**src/rtl/perm_selection_sequencer.sv**
```systemverilog
// Selection-index feeder for the safe permutation generator: sequential sweep or LFSR with
// rejection of out-of-range candidates, presented as a registered valid/ready stream.
// Optional statistics counters are enabled with the PERM_SEL_STATS_EN macro.
module perm_selection_sequencer #(
    parameter int unsigned SEL_WIDTH  = 5,
    parameter int unsigned NUM_PERMS  = 24,
    parameter int unsigned LFSR_WIDTH = 16,
    parameter logic [LFSR_WIDTH-1:0] SEED = 16'hACE1
) (
    input  logic                  clk,
    input  logic                  rst_n,
    input  logic                  mode,
    input  logic                  seed_load,
    input  logic [LFSR_WIDTH-1:0] seed_in,
    output logic                  sel_valid,
    input  logic                  sel_ready,
    output logic [SEL_WIDTH-1:0]  selection,
    output logic                  epoch_done
`ifdef PERM_SEL_STATS_EN
    ,
    output logic [15:0]           reject_count,
    output logic [15:0]           accept_count
`endif
);

    typedef enum logic [0:0] {StFill, StHold} state_e;

    state_e                 state_q, state_d;
    logic [LFSR_WIDTH-1:0]  lfsr_q, lfsr_d;
    logic [SEL_WIDTH-1:0]   cnt_q, cnt_d;
    logic [SEL_WIDTH-1:0]   sel_q, sel_d;
    logic                   valid_q, valid_d;
    logic                   epoch_q, epoch_d;

    logic                   fb;
    logic [LFSR_WIDTH-1:0]  lfsr_step;
    logic [SEL_WIDTH-1:0]   cand;
    logic                   legal;
    logic                   handshake;
    logic                   evaluate;

    // Fibonacci taps for x^16+x^14+x^13+x^11+1
    assign fb        = lfsr_q[LFSR_WIDTH-1] ^ lfsr_q[LFSR_WIDTH-3] ^
                       lfsr_q[LFSR_WIDTH-4] ^ lfsr_q[LFSR_WIDTH-6];
    assign lfsr_step = {lfsr_q[LFSR_WIDTH-2:0], fb};
    assign cand      = mode ? lfsr_q[SEL_WIDTH-1:0] : cnt_q;
    assign legal     = 32'(cand) < NUM_PERMS;
    assign handshake = valid_q & sel_ready;
    assign evaluate  = (state_q == StFill) | handshake;

    always_comb begin
        state_d = state_q;
        lfsr_d  = lfsr_q;
        cnt_d   = cnt_q;
        sel_d   = sel_q;
        valid_d = valid_q;
        epoch_d = 1'b0;
        if (seed_load) begin
            // Restart wins over a coincident handshake; that index counts as consumed.
            lfsr_d  = (seed_in == '0) ? SEED : seed_in;
            cnt_d   = '0;
            valid_d = 1'b0;
            state_d = StFill;
        end else if (evaluate) begin
            if (mode) begin
                lfsr_d = lfsr_step;
            end
            if (legal) begin
                sel_d   = cand;
                valid_d = 1'b1;
                state_d = StHold;
                if (!mode) begin
                    cnt_d = (cnt_q == SEL_WIDTH'(NUM_PERMS - 1)) ? '0 : cnt_q + 1'b1;
                end
            end else begin
                valid_d = 1'b0;
                state_d = StFill;
            end
            if (handshake && !mode && (sel_q == SEL_WIDTH'(NUM_PERMS - 1))) begin
                epoch_d = 1'b1;
            end
        end
    end

    always_ff @(posedge clk or negedge rst_n) begin
        if (!rst_n) begin
            state_q <= StFill;
            lfsr_q  <= SEED;
            cnt_q   <= '0;
            sel_q   <= '0;
            valid_q <= 1'b0;
            epoch_q <= 1'b0;
        end else begin
            state_q <= state_d;
            lfsr_q  <= lfsr_d;
            cnt_q   <= cnt_d;
            sel_q   <= sel_d;
            valid_q <= valid_d;
            epoch_q <= epoch_d;
        end
    end

    assign sel_valid  = valid_q;
    assign selection  = sel_q;
    assign epoch_done = epoch_q;

`ifdef PERM_SEL_STATS_EN
    logic [15:0] rej_q, rej_d;
    logic [15:0] acc_q, acc_d;

    always_comb begin
        rej_d = rej_q;
        acc_d = acc_q;
        if (seed_load) begin
            rej_d = '0;
            acc_d = '0;
        end else begin
            if (evaluate && mode && !legal && (rej_q != 16'hFFFF)) begin
                rej_d = rej_q + 16'd1;
            end
            if (handshake && (acc_q != 16'hFFFF)) begin
                acc_d = acc_q + 16'd1;
            end
        end
    end

    always_ff @(posedge clk or negedge rst_n) begin
        if (!rst_n) begin
            rej_q <= '0;
            acc_q <= '0;
        end else begin
            rej_q <= rej_d;
            acc_q <= acc_d;
        end
    end

    assign reject_count = rej_q;
    assign accept_count = acc_q;
`endif

endmodule

```
**config.mk**
```make
export PLATFORM = sky130hd
export DESIGN_NAME = perm_selection_sequencer
export DESIGN_NICKNAME = d
export VERILOG_FILES = /design/src/rtl/perm_selection_sequencer.sv
export SDC_FILE = /design/constraint.sdc
export NUM_CORES = 1
export LEC_CHECK = 0
export CAP_MARGIN = 20
export CORE_AREA = 2 2 94 60
export DETAILED_ROUTE_END_ITERATION = 12
export DIE_AREA = 0 0 96 62
export PLACE_DENSITY = 0.59
export RECOVER_POWER = 25
export SLEW_MARGIN = 5
export SYNTH_ARGS = -nofsm -noshare
export SYNTH_HDL_FRONTEND = slang
export SYNTH_SLANG_ARGS = --single-unit
```
**constraint.sdc**
```tcl
create_clock -name clk -period 2.1 [get_ports clk]
set_clock_uncertainty 0.1 [all_clocks]
set_input_delay 0.525 -clock clk [delete_from_list [all_inputs] [get_ports clk]]
set_output_delay 0.525 -clock clk [all_outputs]
set_load 0.005 [all_outputs]
```
==> results of run 1 <==
## stage by stage
| stage | cells | setup TNS [ns] | utilization |
|---|---|---|---|
| 3_3_place_gp | 233 | -0.854 | 0.368 |
| 6_report | 237 | 0 | 0.378 |
| 5_1_grt | 237 | 0 | 0.378 |
| 2_1_floorplan | 126 | 0 | - |
| 3_5_place_dp | 233 | -0.711 | 0.368 |
| 4_1_cts | 237 | 0 | 0.378 |
## worst paths after layout
path,cells after the start,slack [ns],to
worst min register to register,1,0.45,selection[2]
worst min-delay path,1,0.45,selection[2]
min in group asynchronous,2,0.71,epoch_done
max in group asynchronous,2,0.72,lfsr_q[9]
worst max-delay path,5,0.19,selection[2]
worst max register to register,4,0.52,cnt_q[3]
## layout make-up
cell class,instances,share of cell area
Clock buffer,4,0.0279
Multi-Input combinational cell,92,0.368
Sequential cell,28,0.360
Tap cell,69,0.0437
Timing Repair Buffer,44,0.200
## report_power, final
part	internal [uW]	switching, uW
combinational	180	110
sequential	610	47.3
clock	168	175
## sequential cells by signal (all words and copies together), names as in the netlist
name,count
selection,5
cnt_q,5
sel_valid,1
epoch_done,1
lfsr_q,16
## logic make-up after synthesis
logic type | Yosys count | share of synthesized area
XOR/XNOR | 5 | 0.0298
flip-flops | 28 | 0.484
adder cells (fa/ha/maj) | 1 | 0.00852
multiplexers | 29 | 0.215
AO/OA/AOI/OAI | 20 | 0.0903
buffers and inverters | 6 | 0.0213
AND/OR/NAND/NOR | 37 | 0.152
## cells in the mapped netlist
cell type,count,area (um2)
nand2_1,12,45.0
xor2_1,1,8.76
nor4_1,6,37.5
dfrtp_1,20,500
ha_1,1,12.5
mux2_4,1,15.0
nor3_4,1,16.3
and2_1,1,6.26
xnor2_1,4,35.0
nand2b_2,1,8.76
nor2b_1,1,6.26
nand4_1,1,6.26
buf_2,1,5.00
mux2i_1,12,120
o21ai_1,1,5.00
a21oi_1,1,5.00
mux2_2,16,180
buf_6,1,11.3
nor3_2,1,10.0
and4b_1,1,10.0
nor4b_1,1,8.76
a31oi_1,1,6.26
clkbuf_1,4,15.0
nand3_1,3,15.0
o21ai_0,9,45.0
nand2_4,1,11.3
o22a_1,7,61.3
nor4b_2,1,15.0
nor2_1,5,18.8
a41o_1,1,10.0
dfstp_2,8,210
and2b_1,1,7.51
## layer usage
layer	wire (um)	track usage
met5	0	0
met4	30	0.0245
met3	122	0.0290
met2	1450	0.191
met1	1750	0.171
==> results_dict.tcl, run 1 <==
set metrics [dict create \
    p_per_area_mw_per_mm2 654 \
    drv_cap 0 \
    max_stage_delay_ns 0.50 \
    crit_path_end_kind "register" \
    htree_levels 1 \
    r2r-start "cnt_q[4]" \
    setup_violations 0 \
    ys_warn_count 0 \
    hold_viol_final 0 \
    die_area_mm2 0.00595 \
    drtIter0Drc 37 \
    drt-total-wl_mm 3.36 \
    syn_area_per_cell_um2 11.7 \
    run_status "completed" \
    cp_num_buf_inv 1 \
    start_kind "input pin" \
    grt_max_degree 29 \
    cp_top_family "buffers and inverters" \
    crit_chain "clkdlybuf4s50_1, nand3_1, o21ai_1, nor3_4, mux2_2" \
    rsz0062_at_grt "no" \
    tightestPinTransition_ns 0.723 \
    layout.nets 191 \
    min_path_type "reg2reg" \
    areaGrowthSynthToFinish_pct 34.4 \
    critPathKind "in2reg" \
    place.gp.congestion 0.785 \
    start_util 0.281 \
    synth_seq_area_share 0.484 \
    cts_buffers 3 \
    clk_latency_ns 0.28 \
    ys_seq_elements 28 \
    final_common_cell "clkdlybuf4s50_1" \
    finish.instance_area_mm2 0.00197 \
    postPlaceCellArea_mm2 0.00192 \
    seq_area_um2 711 \
    layout-drive-gt1-share 0.304 \
    wl_per_cell_um 14.2 \
    cp.arrival_ns 1.98 \
    relSlewSlack 0.518 \
    fin_crit_sh 0.910 \
    grt_pass1_vias 1136 \
    cts_tree "done" \
    post_cts_resized 0 \
    hpwl_mm 2.60 \
    startpoint "mode" \
    die_x_um 96 \
    clock-sinks 28 \
    drc 0 \
    peakVddDrop_mv 0.242 \
    fp.coreArea_mm2 0.00523 \
    synth_fp_nets 148 \
    ios 28 \
    final.min_clock_period_ns 1.91 \
    p_leak_uw 0.000839 \
    fill_cells 504 \
    report.power.total_uw 1290 \
    diodes 0 \
    cts_buffer_depth 2 \
    dp_slack_ns -0.107 \
    hp-start "selection[2]" \
    cts.clk_slew.worst_paths_ns 0.09 \
    overflow 0 \
    first_pass_iters 4 \
    fmax_ghz 0.523 \
    syn_inst 126 \
    antenna_found_initial 0 \
    worstPathMaxFanout 5 \
    synth.distinct_cells 32 \
    mostFrequentLayoutCells "clkdlybuf4s50_1 (26), dfrtp_1 (20), mux2_2 (16), buf_4 (16)" \
    cts_setup_buffers 0 \
    grt_pass1_wl_mm 5.39 \
    track_usage 0.121 \
    rows 21 \
    crit_slowest_cell "clkdlybuf4s50_1" \
    die_y_um 62 \
    whs_ns 0.451 \
    port_buffers 27 \
    cts_root_buf "clkbuf_8" \
    multiInputGateArea_um2 727 \
    cts_hold_buf 0 \
    crit_required_ns 2.17 \
    slew_viol_final 0 \
    final_antenna_net_count 0 \
    vias 1104 \
    setup_ws_ns 0.188 \
    synth_area_mm2 0.00147 \
    vias_per_cell 4.66 \
]
(Power assumes the default switching activity.)
==> run 2: changes to the inputs <==
--- a/config.mk
+++ b/config.mk
@@ -9,6 +9,7 @@
 export CORE_AREA = 2 2 94 60
 export DETAILED_ROUTE_END_ITERATION = 12
 export DIE_AREA = 0 0 96 62
+export HOLD_SLACK_MARGIN = 0.15
 export PLACE_DENSITY = 0.59
 export RECOVER_POWER = 25
 export SLEW_MARGIN = 5
==> results of run 2 <==
Final layout, timing and power as in run 1 (identical DEF).
